**src/rtl/mu0_control.sv**
```systemverilog
// -----------------------------------------------------------------------------
// mu0_control
//
// Control unit for the MU0 accumulator processor. A three-state FSM
// (FETCH, EXEC, HALT) sequences instruction fetch and execution. All datapath
// controls are decoded combinationally from the current state, the opcode F
// and the accumulator flags N and Z. A 16-bit counter tracks retired
// instructions.
//
// Optional feature (compile-time macro MU0_MEM_WAIT_EN):
//   Adds the Mem_rdy input. Any cycle that asserts Rd or Wr while Mem_rdy is
//   low stalls: the state and counter hold, and the register load enables
//   are suppressed. Selects, M and the strobes remain stable. Without the
//   macro, every memory access completes in a single cycle.
//
// Ports:
//   Clk          in   1   clock, rising edge active
//   nReset       in   1   synchronous, active-low reset
//   F            in   4   opcode (top nibble of IR)
//   N            in   1   accumulator negative flag
//   Z            in   1   accumulator zero flag
//   Mem_rdy      in   1   memory ready (MU0_MEM_WAIT_EN builds only)
//   X_sel        out  1   ALU X source: 0 = PC, 1 = Acc
//   Y_sel        out  1   ALU Y source: 0 = memory data, 1 = IR operand
//   Addr_sel     out  1   address source: 0 = PC, 1 = IR operand
//   M            out  2   ALU function: 00 pass Y, 01 X+Y, 10 X+1, 11 X-Y
//   PC_En        out  1   PC load enable
//   IR_En        out  1   IR load enable
//   Acc_En       out  1   accumulator load enable
//   Rd           out  1   memory read strobe
//   Wr           out  1   memory write strobe
//   Halted       out  1   high while in HALT
//   InstrCount   out  16  retired-instruction count (wraps)
// -----------------------------------------------------------------------------
module mu0_control (
    input  logic        Clk,
    input  logic        nReset,
    input  logic [3:0]  F,
    input  logic        N,
    input  logic        Z,
`ifdef MU0_MEM_WAIT_EN
    input  logic        Mem_rdy,
`endif
    output logic        X_sel,
    output logic        Y_sel,
    output logic        Addr_sel,
    output logic [1:0]  M,
    output logic        PC_En,
    output logic        IR_En,
    output logic        Acc_En,
    output logic        Rd,
    output logic        Wr,
    output logic        Halted,
    output logic [15:0] InstrCount
);

    typedef enum logic [1:0] {
        ST_FETCH = 2'b00,
        ST_EXEC  = 2'b01,
        ST_HALT  = 2'b10
    } state_t;

    // Opcodes
    localparam logic [3:0] OP_LDA = 4'h0;
    localparam logic [3:0] OP_STO = 4'h1;
    localparam logic [3:0] OP_ADD = 4'h2;
    localparam logic [3:0] OP_SUB = 4'h3;
    localparam logic [3:0] OP_JMP = 4'h4;
    localparam logic [3:0] OP_JGE = 4'h5;
    localparam logic [3:0] OP_JNE = 4'h6;

    // ALU function codes
    localparam logic [1:0] ALU_PASS_Y = 2'b00;
    localparam logic [1:0] ALU_ADD    = 2'b01;
    localparam logic [1:0] ALU_INC_X  = 2'b10;
    localparam logic [1:0] ALU_SUB    = 2'b11;

    state_t      state_q, state_d;
    logic [15:0] instr_count_q, instr_count_d;

    // Raw decode, before any wait-state gating
    logic        dec_x_sel;
    logic        dec_y_sel;
    logic        dec_addr_sel;
    logic [1:0]  dec_m;
    logic        dec_pc_en;
    logic        dec_ir_en;
    logic        dec_acc_en;
    logic        dec_rd;
    logic        dec_wr;
    logic        dec_halted;
    state_t      adv_state;   // where the FSM goes if the cycle completes
    logic        retire;      // this cycle is the last of an instruction
    logic        mem_stall;   // memory access not yet acknowledged

    // -------------------------------------------------------------------------
    // State and counter registers
    // -------------------------------------------------------------------------
    always_ff @(posedge Clk) begin
        if (!nReset) begin
            state_q       <= ST_FETCH;
            instr_count_q <= 16'h0000;
        end else begin
            state_q       <= state_d;
            instr_count_q <= instr_count_d;
        end
    end

    // -------------------------------------------------------------------------
    // Decode of outputs and advancing state
    // -------------------------------------------------------------------------
    always_comb begin
        dec_x_sel    = 1'b0;
        dec_y_sel    = 1'b0;
        dec_addr_sel = 1'b0;
        dec_m        = ALU_PASS_Y;
        dec_pc_en    = 1'b0;
        dec_ir_en    = 1'b0;
        dec_acc_en   = 1'b0;
        dec_rd       = 1'b0;
        dec_wr       = 1'b0;
        dec_halted   = 1'b0;
        adv_state    = state_q;
        retire       = 1'b0;

        case (state_q)
            ST_FETCH: begin
                // IR <- mem[PC], PC <- PC + 1
                dec_addr_sel = 1'b0;
                dec_rd       = 1'b1;
                dec_ir_en    = 1'b1;
                dec_x_sel    = 1'b0;
                dec_m        = ALU_INC_X;
                dec_pc_en    = 1'b1;
                adv_state    = ST_EXEC;
            end

            ST_EXEC: begin
                retire    = 1'b1;
                // Opcodes 7..F (STP and undefined) stop the machine
                adv_state = (F <= OP_JNE) ? ST_FETCH : ST_HALT;
                case (F)
                    OP_LDA: begin
                        dec_addr_sel = 1'b1;
                        dec_rd       = 1'b1;
                        dec_y_sel    = 1'b0;
                        dec_m        = ALU_PASS_Y;
                        dec_acc_en   = 1'b1;
                    end
                    OP_STO: begin
                        dec_addr_sel = 1'b1;
                        dec_wr       = 1'b1;
                    end
                    OP_ADD, OP_SUB: begin
                        dec_addr_sel = 1'b1;
                        dec_rd       = 1'b1;
                        dec_x_sel    = 1'b1;
                        dec_y_sel    = 1'b0;
                        dec_acc_en   = 1'b1;
                        dec_m        = (F == OP_ADD) ? ALU_ADD : ALU_SUB;
                    end
                    OP_JMP: begin
                        dec_y_sel = 1'b1;
                        dec_m     = ALU_PASS_Y;
                        dec_pc_en = 1'b1;
                    end
                    OP_JGE: begin
                        dec_y_sel = 1'b1;
                        dec_m     = ALU_PASS_Y;
                        dec_pc_en = ~N;
                    end
                    OP_JNE: begin
                        dec_y_sel = 1'b1;
                        dec_m     = ALU_PASS_Y;
                        dec_pc_en = ~Z;
                    end
                    default: begin
                        // STP and undefined opcodes: everything idle
                    end
                endcase
            end

            ST_HALT: begin
                dec_halted = 1'b1;
                adv_state  = ST_HALT;
            end

            default: begin
                adv_state = ST_FETCH;
            end
        endcase
    end

    // -------------------------------------------------------------------------
    // Memory wait states
    // -------------------------------------------------------------------------
`ifdef MU0_MEM_WAIT_EN
    // Only cycles that touch memory can be held off by Mem_rdy
    assign mem_stall = (dec_rd | dec_wr) & ~Mem_rdy;
`else
    assign mem_stall = 1'b0;
`endif

    always_comb begin
        state_d       = adv_state;
        instr_count_d = instr_count_q;
        if (mem_stall) begin
            state_d = state_q;
        end else if (retire) begin
            instr_count_d = instr_count_q + 16'd1;
        end
    end

    // -------------------------------------------------------------------------
    // Outputs: load enables are suppressed during a stall so that a held
    // cycle never commits; strobes, selects and M stay as decoded.
    // -------------------------------------------------------------------------
    assign X_sel      = dec_x_sel;
    assign Y_sel      = dec_y_sel;
    assign Addr_sel   = dec_addr_sel;
    assign M          = dec_m;
    assign PC_En      = dec_pc_en  & ~mem_stall;
    assign IR_En      = dec_ir_en  & ~mem_stall;
    assign Acc_En     = dec_acc_en & ~mem_stall;
    assign Rd         = dec_rd;
    assign Wr         = dec_wr;
    assign Halted     = dec_halted;
    assign InstrCount = instr_count_q;

endmodule
```
**config.mk**
```make
export PLATFORM = sky130hd
export DESIGN_NAME = mu0_control
export DESIGN_NICKNAME = d
export VERILOG_FILES = /design/src/rtl/mu0_control.sv
export SDC_FILE = /design/constraint.sdc
export NUM_CORES = 1
export LEC_CHECK = 0
export CORE_MARGIN = 3
export CORE_UTILIZATION = 40
export CTS_BUF_LIST = sky130_fd_sc_hd__clkbuf_16
export CTS_CLUSTER_SIZE = 16
export DETAILED_ROUTE_END_ITERATION = 6
export GPL_ROUTABILITY_DRIVEN = 0
export GPL_TIMING_DRIVEN = 0
export PLACE_DENSITY = 0.72
export SYNTH_ARGS = -nofsm -noshare
export SYNTH_HDL_FRONTEND = slang
export SYNTH_SLANG_ARGS = --single-unit
```
**constraint.sdc**
```tcl
create_clock -name Clk -period 1.6 [get_ports Clk]
set_input_delay 0.32 -clock Clk [delete_from_list [all_inputs] [get_ports Clk]]
set_output_delay 0.32 -clock Clk [all_outputs]
set_load 0.03 [all_outputs]
```
# Word-level counts from Yosys, hierarchy flattened
# Index checks and enable logic that the tools add are counted.
[word_totals]
out_inout_bits = 27
input_bits = 8
ff_bits = 18
wordCells = 41
[classes]
n_lt_le_gt_ge = 1
add_sub_neg = 1
reduce_logical = 6
mux = 21
n_bitwise = 2
eq_ne = 8
[ops]
columns = ["operator", "n"]
rows = [
  ["16-bit by 1-bit adder with 16-bit output (second input constant)", 1],
  ["1-bit 2-to-1 mux", 13],
  ["4-bit by 3-bit equality test with 1-bit output (second input constant)", 3],
  ["4-bit by 2-bit equality test with 1-bit output (second input constant)", 2],
  ["2-bit 2-to-1 mux", 3],
  ["2-bit case mux with 3 select lines", 1],
  ["3-bit OR reduction", 2],
  ["4-bit by 1-bit equality test with 1-bit output (second input constant)", 1],
  ["4-bit by 3-bit less-or-equal comparator with 1-bit output (second input constant)", 1],
  ["4-bit logical NOT", 1],
  ["1-bit case mux with 2 select lines", 2],
  ["2-bit case mux with 2 select lines", 1],
  ["4-bit OR reduction", 1],
  ["1-bit case mux with 3 select lines", 1],
  ["2-bit by 1-bit equality test with 1-bit output (second input constant)", 1],
  ["2-bit equality test (second input constant)", 1],
  ["2-bit logical NOT", 1],
  ["1-bit inverter", 2],
  ["2-bit OR reduction", 1],
]

# Logic depth before layout (Yosys ltp)
# Gate-level depths: netlist of the first run.
[logic_depth]
depth_word = 4
depth_mapped = 6
mapped_depth_nobuf = 5

# Worst setup path after synthesis of the first run
# OpenSTA, ideal clock, no wires.
[synth_timing]
path_type = "reg2out"
from = "reg state_q[1]"
to = "out PC_En"
path_stages_with_launch = 4
path_slack_ns = -1.235
required_ns = 1.280
arrival_time_ns = 2.515
path_buffers = 0
path_cell_list = "dfxtp_1 -> nand2b_1 -> a2111oi_0 -> a21o_1"
[synth_via]
elab_chain_cells = 2
elab_cells_between_ends = 3
cone_classes = "1 x eq/ne; 1 x mux; 1 x reduce/logical"
[synth_lines]
columns = ["element", "line_no", "source"]
rows = [
  ["start: declaration", "78", "state_t state_q, state_d;"],
  ["start signal: assignment", "104", "state_q <= state_d;"],
  ["2-bit by 1-bit equality test with 1-bit output or 2-bit logical NOT (tied branches)", "126", "case (state_q)"],
  ["1-bit case mux with 2 select lines *", "126", ""],
  ["end: declaration", "48", "output logic PC_En,"],
]
# Mark *: on every way between the ends. The rest lies on a longest branch, timed or not.

# Final worst setup path of the first run
[layout_timing]
from = "reg state_q[1]"
to = "out Rd"
[layout_via]
elab_chain_cells = 2
elab_cells_between_ends = 3
cone_classes = "1 x eq/ne; 1 x mux; 1 x reduce/logical"
[layout_lines]
columns = ["element", "line_no", "source"]
rows = [
  ["2-bit by 1-bit equality test with 1-bit output or 2-bit logical NOT (tied branches)", "126", ""],
  ["1-bit case mux with 2 select lines *", "126", ""],
  ["end: declaration", "51", "output logic Rd,"],
]
# Marks and branches as above.

==> results by group, run 1 <==
Global route
  – Total grt overflow: 0
  – Largest net degree at the start of global routing: 11
  – Vias in the first global route: 902
  – First-pass GRT wire length: 4.09 mm
  – Initial antenna violation count: 0
  – GR Util All Layers: 19.4%

Die
  – Ports: 35
  – Num rows: 16
  – Core region area: 0.00204 sq mm
  – Die Ht: 53.3 um
  – Die X: 53.3 um
  – Initial Utilization: 43.8%
  – Die area: 0.00284 sq mm

Worst setup path
  – Crit start category: flop
  – Critical path class: flop to output pin
  – Worst setup EP type: output pin
  – CP max stage delay: 0.36 ns
  – Critical-path cell list: buf_6, and2b_2, and3_4, or2_4, buf_6
  – Data required, critical path: 1.28 ns
  – Slowest cell on the critical path: dfxtp_4
  – R2R depth: 7
  – Worst path top cell family by delay: simple AND/OR/NAND/NOR gates
  – Crit-path max FO: 4
  – WP depth: 5
  – CP Buf/Inv Count: 2
  – Top cell by count, worst path: buf_6
  – WP data arrival: 1.46 ns

Clock network
  – Clock Sinks: 18
  – Num CTS Buffers: 3
  – Root Buffer: clkbuf_16
  – Clock Latency Late Sink: 0.25 ns
  – H-Tree Depth: 1
  – Post-cts hold buffer count: 0
  – CTS tree: done
  – Worst-path clk slew: 0.05 ns
  – CTS max path bufs: 2

Final layout
  – Commonest non-fill, non-tap cell in the layout: buf_4
  – Final layout net count: 171
  – Final Instance Area: 0.00155 sq mm
  – Finished Core Util: 75.9%
  – Most frequent cells in the layout: buf_4 (15), dlygate4sd2_1 (14), dfxtp_2 (10), nor2_1 (10), a21oi_1 (8)
  – Layout cell share with drive strength beyond 1: 40.4%
  – N_diodes: 0
  – Layout area overhead: 73.4%

Placed design
  – Post-DP HPWL: 1.67 mm
  – PortBufs: 34
  – Pre-CTS setup slack: -0.857 ns
  – DP Area: 0.00131 sq mm

Timing
  – TNS Setup: -0.889 ns
  – Unrepaired setup endpoints after global routing: true
  – Max Clk Rate: 0.562 GHz
  – Period utilisation layout: 111%
  – Crit path time final: 1.78 ns
  – Clock skew: 0.00223 ns
  – Slew headroom: 71.3%
  – Final Hold Fails: 0
  – Fin worst setup slack: -0.179 ns
  – Setup violators final: 11
  – Worst-Margin Slew: 0.431 ns
  – Pins Over Slew Limit: 0

Synthesis
  – Sequential fraction of the synthesis area: 40.3%
  – Number of distinct library cells after synthesis: 33
  – Post-synth ARST share: 0%
  – Synth warn: 0
  – Post-Synthesis Cells: 107
  – EDFF count, synth: 0
  – Avg Inst Size Synth: 8.35 sq um
  – #FFs+latches synth: 18
  – Syn nets: 116
  – Post-synth top flop: dfxtp_1
  – Post-Syn Area: 893 sq um

Drt
  – Vias post-DR: 989
  – Via density per instance: 5.26
  – Routed WL: 2.58 mm
  – Post-route antenna net violation count: 0
  – DRC Markers: 0
  – Initial DRC Count: 16
  – Drt first pass iters: 4
  – Wirelength per Cell: 13.7 um

Power and ir drop
  – Switch share: 26.1%
  – Combinational share of power: 20.5%
  – Leakage: 0.000730 uW
  – Reg power frac: 38.7%
  – Pwr Density: 793 mW/mm^2
  – Pint: 908 uW
  – Clock network power share: 40.8%
  – Net Switching: 320 uW
  – Max VDD drop: 0.895 mV

Status
  – Status: complete, but fails checks
  – Failing checks: setup timing

Min path
  – Hold path depth: 2
  – Hold Path Class: flop to flop

Run
  – Max-cap viol count: 0
## power by group through the flow
| stage | clock, uW | combinational, uW | sequential, uW |
|---|---|---|---|
| floorplan | 0 | 106 | 495 |
| CTS | 511 | 213 | 479 |
| finish | 500 | 252 | 475 |
| global placement | 0 | 204 | 486 |
| detailed placement | 0 | 205 | 487 |
| global route | 528 | 267 | 478 |
## routing by layer
layer,share of wire (%),up-vias,GRT usage (%)
met5,0,-,0
met4,0.81,0,5.11
met3,4.0,4,4.51
met2,53,23,32.0
met1,43,470,25.1
li1,-,492,-
## metrics by stage
| step | total power [uW] | instances | hold WS, ns |
|---|---|---|---|
| after global routing | 1270 | 188 | 0.519 |
| after detailed placement | 692 | 168 | 0.482 |
| after CTS | 1200 | 179 | 0.497 |
| final | 1230 | 188 | 0.498 |
| after global placement | 690 | 168 | 0.466 |
| after floorplan | 601 | 107 | 0.442 |
## cell families (layout without fill, tap and decap cells)
family | Yosys count | in the layout | share of synthesized area [%]
and+or+nand+nor | 52 | 52 | 33.3
AOI/OAI and AO/OA | 20 | 20 | 12.9
buffers and inverters | 7 | 61 | 3.22
DFF | 18 | 18 | 40.3
adders and majority gates | 1 | 1 | 1.40
xor gates and xnor gates | 9 | 9 | 8.82
## state kept, by name, summed over array words and instances, names as in the netlist
register,flops
InstrCount,16
state_q,2
## layout make-up
class / count / area [sq um]
Fill cell: 154 / 493
Tap cell: 27 / 33.8
Sequential cell: 18 / 384
Clock inverter: 1 / 3.75
Buffer: 3 / 20.0
Timing Repair Buffer: 50 / 433
Multi-Input combinational cell: 82 / 584
Inverter: 4 / 15.0
Clock buffer: 3 / 75.1
## Yosys cell counts (2+ instances only)
cell,count,area [sq um]
or3_1,3,18.8
o21ai_0,6,30.0
nand2_1,7,26.3
and3_1,4,25.0
a21oi_1,9,45.0
nor3_1,2,10.0
nand4_1,4,25.0
nand2b_1,2,12.5
xnor2_1,4,35.0
nor2_1,11,41.3
dfxtp_1,18,360
or4_1,3,22.5
inv_1,3,11.3
a21o_1,2,15.0
and2_1,2,12.5
buf_2,2,10.0
nand3_1,5,25.0
xor2_1,5,43.8
## what timing repair did
action / 4_1_cts / 5_1_grt
endpoints found under the setup margin: 29 / 17
buffers inserted: 7 / 9
gates resized for setup: 92 / 23
pin swaps: 6 / 5
## worst paths after layout
path	from	endpoint	slack, ns
setup / recovery	state_q[1]	Rd	-0.18
hold reg to reg	InstrCount[1]	InstrCount[1]	0.50
hold / removal	InstrCount[1]	InstrCount[1]	0.50
setup reg to reg	state_q[1]	InstrCount[11]	-0.08
## worst min-delay path, delay by kind of cell (launching register included)
kind            cells  cell delay, ns
compound gates      1            0.05
simple gates        1            0.06
flops               1            0.35
No activity file was read; power rests on OpenSTA's default activity.
==> run 2, diff against run 1 <==
--- a/config.mk
+++ b/config.mk
@@ -6,13 +6,13 @@
 export NUM_CORES = 1
 export LEC_CHECK = 0
 export CORE_MARGIN = 3
-export CORE_UTILIZATION = 40
+export CORE_UTILIZATION = 42
 export CTS_BUF_LIST = sky130_fd_sc_hd__clkbuf_16
 export CTS_CLUSTER_SIZE = 16
 export DETAILED_ROUTE_END_ITERATION = 6
 export GPL_ROUTABILITY_DRIVEN = 0
 export GPL_TIMING_DRIVEN = 0
-export PLACE_DENSITY = 0.72
+export PLACE_DENSITY = 0.76
 export SYNTH_ARGS = -nofsm -noshare
 export SYNTH_HDL_FRONTEND = slang
 export SYNTH_SLANG_ARGS = --single-unit
==> run 2 against run 1 <==
The flow still finishes with violations (setup timing). Wire length up 4.4%. Design area down 3.4%. Sequential share of layout area rose by 1.4 points. Cell count is 4.3% lower. Via count shrank 1.4%. First-iteration DRC count up 50%. Worst hold slack improved by 0.0037 ns. Die area decreased by 4.2%. Clock power shrank 3%. Critical path type unchanged. Critical endpoint is now PC_En.
==> results by group, run 2 (same netlist as run 1, synthesis figures left out) <==
Worst setup path
  – Worst setup EP type: output pin
  – Crit start category: flop
  – Data required, critical path: 1.28 ns (about the same)
  – WP data arrival: 1.41 ns (-0.05 ns)
  – Crit-path max FO: 4 (unchanged)
  – Critical path class: flop to output pin

Timing
  – Clock skew: 0.00379 ns (+0.00156 ns)
  – Period utilisation layout: 108% (-3.3 points)
  – Unrepaired setup endpoints after global routing: true
  – Worst-Margin Slew: 0.455 ns (+0.0245 ns)
  – Pins Over Slew Limit: 0 (unchanged)
  – Slew headroom: 69.7% (-1.6 points)
  – TNS Setup: -0.339 ns (+0.549 ns)
  – Fin worst setup slack: -0.126 ns (+0.0531 ns)
  – Max Clk Rate: 0.579 GHz (+3.1%)
  – Setup violators final: 4 (-7)
  – Final Hold Fails: 0 (unchanged)
  – Crit path time final: 1.73 ns (-0.0531 ns)

Placed design
  – Post-DP HPWL: 1.66 mm (-0.98%)
  – PortBufs: 34 (unchanged)
  – Pre-CTS setup slack: -0.881 ns (-0.0245 ns)
  – Number of placed cells counting well taps: 168 (unchanged)

Clock network
  – H-Tree Depth: 1 (unchanged)
  – Clock Latency Late Sink: 0.25 ns (about the same)
  – Num CTS Buffers: 3 (unchanged)
  – CTS tree: done
  – Root Buffer: clkbuf_16
  – Clock Sinks: 18 (unchanged)
  – Post-cts hold buffer count: 0 (unchanged)
  – Worst-path clk slew: 0.05 ns (about the same)
  – CTS max path bufs: 2 (unchanged)

Run
  – Max-cap viol count: 0 (unchanged)

Die
  – Die X: 52.1 um (-2.1%)
  – Core region area: 0.00198 sq mm (-2.9%)
  – Initial Utilization: 45.1% (+1.3 points)
  – Ports: 35 (unchanged)
  – Die Ht: 52.1 um (-2.1%)
  – Num rows: 16 (unchanged)
  – Die area: 0.00272 sq mm (-4.2%)

Global route
  – Total grt overflow: 0 (unchanged)
  – Largest net degree at the start of global routing: 11 (unchanged)
  – Initial antenna violation count: 0 (unchanged)
  – Vias in the first global route: 888 (-1.6%)
  – GR Util All Layers: 19.2% (-0.22 points)
  – First-pass GRT wire length: 3.97 mm (-3.0%)

Final layout
  – Layout area overhead: 67.5%
  – Most frequent cells in the layout: dlygate4sd2_1 (12), nor2_1 (10), buf_4 (10), dfxtp_2 (7), nand2_1 (7)
  – Final layout net count: 164 (-4.1%)
  – Commonest non-fill, non-tap cell in the layout: dlygate4sd2_1
  – Largest register FFs: 16 (unchanged)
  – Layout cell share with drive strength beyond 1: 37.3% (-3.1 points)
  – Non-Filler Instances: 180 (-4.3%)
  – Finished Core Util: 75.5% (-0.35 points)
  – FILL cells: 142 (-7.8%)
  – N_diodes: 0 (unchanged)
  – FF/Latch Area: 392 sq um (+2.0%)
  – Multi-input logic area: 586 sq um (+0.21%)

Status
  – Failing checks: setup timing
  – Status: complete, but fails checks

Power and ir drop
  – Leakage: 0.000726 uW (-0.56%)
  – Max VDD drop: 0.858 mV (-4.2%)
  – Pwr Density: 799 mW/mm^2 (+0.86%)
  – Design Power: 1200 uW (-2.6%)

Min path
  – Hold Path Class: flop to flop

Drt
  – Vias post-DR: 975 (-1.4%)
  – Post-route antenna net violation count: 0 (unchanged)
  – Wirelength per Cell: 15.0 um (+9.0%)
  – DRC Markers: 0 (unchanged)
  – Drt first pass iters: 3 (-1)
  – Via density per instance: 5.42 (+3.0%)
  – Routed WL: 2.70 mm (+4.4%)
  – Initial DRC Count: 24 (+8)
## run 2: changes by cell type in the layout (fill, tap and decap cells not counted), moves of 2 or more
cell            before  now
dfxtp_4              3    6
dlygate4sd2_1       14   12
dlymetal6s2s_1       3    5
a21oi_2              1    3
a21oi_1              8    6
dfxtp_2             10    7
buf_4               15   10
and3_4               4    2
and3_1               1    3
clkbuf_4             2    0
## run 2: per-stage QoR
| step | hold slack (ns) | area (sq um) |
|---|---|---|
| after CTS | 0.484 | 1390 |
| final | 0.502 | 1500 |
| after global placement | 0.461 | 1310 |
| after detailed placement | 0.477 | 1310 |
| after global routing | 0.535 | 1500 |
| after floorplan | 0.442 | 932 |
## run 2: worst paths after layout
check / start / cells past startpoint / slack (ns) / endpoint
worst max register to register: state_q[1] / 6 / 0.02 / InstrCount[14]
worst min-delay path: InstrCount[9] / 2 / 0.50 / InstrCount[9]
worst max-delay path: state_q[1] / 4 / -0.13 / PC_En
worst min register to register: InstrCount[9] / 2 / 0.50 / InstrCount[9]
## run 2: cell type report
| type | count | area share (%) |
|---|---|---|
| multi-input cells | 82 | 39.1 |
| flip-flops and latches | 18 | 26.2 |
| repair buffers | 43 | 24.9 |
| clock buffers | 3 | 5.02 |
| well taps | 27 | 2.26 |
| plain buffers | 3 | 1.51 |
| inverters | 4 | 1.00 |
## run 2: power by group
part | switching (uW) | total, uW | internal (uW)
clock | 158 | 487 | 328
combinational | 132 | 231 | 99.4
sequential | 20.8 | 478 | 458
total | 311 | 1200 | 885
## run 2: repair_timing
item,4_1_cts,5_1_grt
resized for setup,78,40
endpoints found under the setup margin,26,20
pin swaps,2,11
setup buffers,3,6
## run 2: metal layers
metal	wire [um]	share of wire (%)	track usage, %
met5	0	0	0
met4	22	0.82	3.93
met3	82	3.0	3.44
met2	1430	53	34.5
met1	1160	43	23.6
## run 2: critical path, stage by stage, from the launching register on
cell and delay (ns):
dfxtp_4 0.35, nand2b_4 0.16, a2111oi_4 0.33, a21o_1 0.19, buf_6 0.13
==> run 3, diff against run 2 <==
--- a/config.mk
+++ b/config.mk
@@ -12,6 +12,7 @@
 export DETAILED_ROUTE_END_ITERATION = 6
 export GPL_ROUTABILITY_DRIVEN = 0
 export GPL_TIMING_DRIVEN = 0
+export MAX_ROUTING_LAYER = met4
 export PLACE_DENSITY = 0.76
 export SYNTH_ARGS = -nofsm -noshare
 export SYNTH_HDL_FRONTEND = slang
==> run 3 against run 2 <==
The flow still finishes with violations (setup timing). Worst setup slack gained 0.00060 ns. Register-to-register slack is essentially flat. Via count fell by 0.82%. First-iteration DRC count down 4.2%. Clock power barely moved. Combinational power is essentially flat. Sequential share of layout area did not move. Worst hold slack is essentially flat. Flip-flop and latch count did not move. Clock skew hardly changed. Non-clock buffer count stayed put. Count of clock-buffer cells in the layout is the same. Critical path type unchanged. Critical endpoint unchanged.
==> results by group, run 3 (same netlist as run 1, synthesis figures left out) <==
Power and ir drop
  – Net Switching: 310 uW (-0.11%)
  – Design Power: 1200 uW (about the same)
  – Clock network power share: 40.7% (about the same)
  – Combinational share of power: 19.3% (about the same)
  – Pwr Density: 799 mW/mm^2 (about the same)
  – Reg power frac: 40.0% (about the same)
  – Pint: 885 uW (about the same)
  – Max VDD drop: 0.859 mV (+0.13%)
  – Leakage: 0.000726 uW (unchanged)
  – Switch share: 26.0% (about the same)

Placed design
  – Pre-CTS setup slack: -0.881 ns (unchanged)
  – Post-DP HPWL: 1.66 mm (unchanged)
  – PortBufs: 34 (unchanged)

Global route
  – Vias in the first global route: 888 (unchanged)
  – First-pass GRT wire length: 3.97 mm (+0.18%)
  – Total grt overflow: 0 (unchanged)
  – Largest net degree at the start of global routing: 11 (unchanged)
  – Initial antenna violation count: 0 (unchanged)
  – GR Util All Layers: 19.8% (+0.56 points)

Final layout
  – Final layout net count: 164 (unchanged)
  – Commonest non-fill, non-tap cell in the layout: dlygate4sd2_1
  – Largest register FFs: 16 (unchanged)
  – Most frequent cells in the layout: dlygate4sd2_1 (12), nor2_1 (10), buf_4 (10), dfxtp_2 (7), nand2_1 (7)
  – Layout cell share with drive strength beyond 1: 37.3% (unchanged)
  – N_diodes: 0 (unchanged)
  – Layout area overhead: 67.5% (unchanged)

Clock network
  – Root Buffer: clkbuf_16
  – CTS tree: done
  – Clock Sinks: 18 (unchanged)
  – Num CTS Buffers: 3 (unchanged)
  – Worst-path clk slew: 0.05 ns (about the same)
  – H-Tree Depth: 1 (unchanged)
  – Post-cts hold buffer count: 0 (unchanged)
  – CTS max path bufs: 2 (unchanged)
  – Clock Latency Late Sink: 0.25 ns (about the same)

Worst setup path
  – Worst setup EP type: output pin
  – Reg-to-Reg End: InstrCount[14]
  – Data required, critical path: 1.28 ns (about the same)
  – Critical path class: flop to output pin
  – CP endpoint: PC_En
  – R2R depth: 6 (unchanged)
  – Crit start category: flop
  – Crit path launch: state_q[1]
  – FF-to-FF setup slack: 0.02 ns (about the same)
  – Crit-path max FO: 4 (unchanged)
  – Reg2Reg Launch Point: state_q[1]
  – WP data arrival: 1.41 ns (about the same)

Timing
  – Worst-Margin Slew: 0.449 ns (-0.00649 ns)
  – Clock skew: 0.00355 ns (-0.000242 ns)
  – Fin worst setup slack: -0.125 ns (+0.000596 ns)
  – Slew headroom: 70.1% (+0.43 points)
  – Final Hold Fails: 0 (unchanged)
  – Unrepaired setup endpoints after global routing: true
  – Max Clk Rate: 0.580 GHz (about the same)
  – Period utilisation layout: 108% (about the same)
  – Crit path time final: 1.73 ns (-0.000596 ns)
  – Pins Over Slew Limit: 0 (unchanged)
  – Setup violators final: 4 (unchanged)

Status
  – Failing checks: setup timing
  – Status: complete, but fails checks

Die
  – Core region area: 0.00198 sq mm (unchanged)
  – Initial Utilization: 45.1% (unchanged)
  – Die area: 0.00272 sq mm (unchanged)
  – Die Ht: 52.1 um (unchanged)
  – Num rows: 16 (unchanged)
  – Die X: 52.1 um (unchanged)
  – Ports: 35 (unchanged)

Drt
  – Initial DRC Count: 23 (-4.2%)
  – DRC Markers: 0 (unchanged)
  – Wirelength per Cell: 14.9 um (-0.30%)
  – Vias post-DR: 967 (-0.82%)
  – Via density per instance: 5.37 (-0.82%)
  – Drt first pass iters: 3 (unchanged)
  – Routed WL: 2.69 mm (-0.30%)
  – Post-route antenna net violation count: 0 (unchanged)

Min path
  – Hold Path Class: flop to flop

Run
  – Max-cap viol count: 0 (unchanged)
-- run 3: cell counts in the layout (fill, tap and decap cells not counted) --
No cell type changed its count.
-- run 3: worst min path at each step --
stage | from | endpoint | cells after the start
after floorplan | nReset | InstrCount[7] | 1
after global placement | InstrCount[15] | InstrCount[15] | 2
after detailed placement | InstrCount[15] | InstrCount[15] | 2
after CTS | InstrCount[15] | InstrCount[15] | 2
after global routing | state_q[0] | state_q[0] | 1
final | InstrCount[9] | InstrCount[9] | 2
-- run 3: layout make-up --
cell class | count | area, sq um
timing repair buffer | 43 | 373
inverter | 4 | 15.0
fill | 142 | 485
tap | 27 | 33.8
buffer | 3 | 22.5
multi-input combinational | 82 | 586
clock buffer | 3 | 75.1
sequential | 18 | 392
-- run 3: metrics by stage --
stage               cell area [sq um]  instances  hold WS, ns  TNS [ns]  utilization [%]
floorplan                         932        107        0.442    -0.139                -
global placement                 1310        168        0.461     -6.26             65.9
detailed placement               1310        168        0.477     -6.57             65.9
CTS                              1390        174        0.484    -0.195             70.3
global route                     1500        180        0.535    -0.660             75.5
finish                           1500        180        0.502    -0.340             75.5
-- run 3: power groups by stage --
stage,clock network [uW],logic [uW],registers (uW)
final,486,231,479
after detailed placement,0,204,486
after global routing,509,243,481
after CTS,491,201,479
after floorplan,0,106,495
after global placement,0,202,486
-- run 3: what timing repair did --
| action | CTS | global route |
|---|---|---|
| resized for setup | 78 | 40 |
| endpoints found under the setup margin | 26 | 20 |
| pin swaps | 2 | 11 |
| hold endpoints to repair | 0 | 0 |
| setup buffers | 3 | 6 |
-- run 3: worst max-delay path, stage by stage, from the launching register on --
cell and delay, ns:
dfxtp_4 0.34, nand2b_4 0.16, a2111oi_4 0.33, a21o_1 0.19
buf_6 0.13
-- run 3: layer usage --
layer  part of all wire, %  track usage [%]
met1                    43             23.6
met2                    53             34.7
met3                   3.1             3.44
met4                  0.82             3.93
met5                     0                -
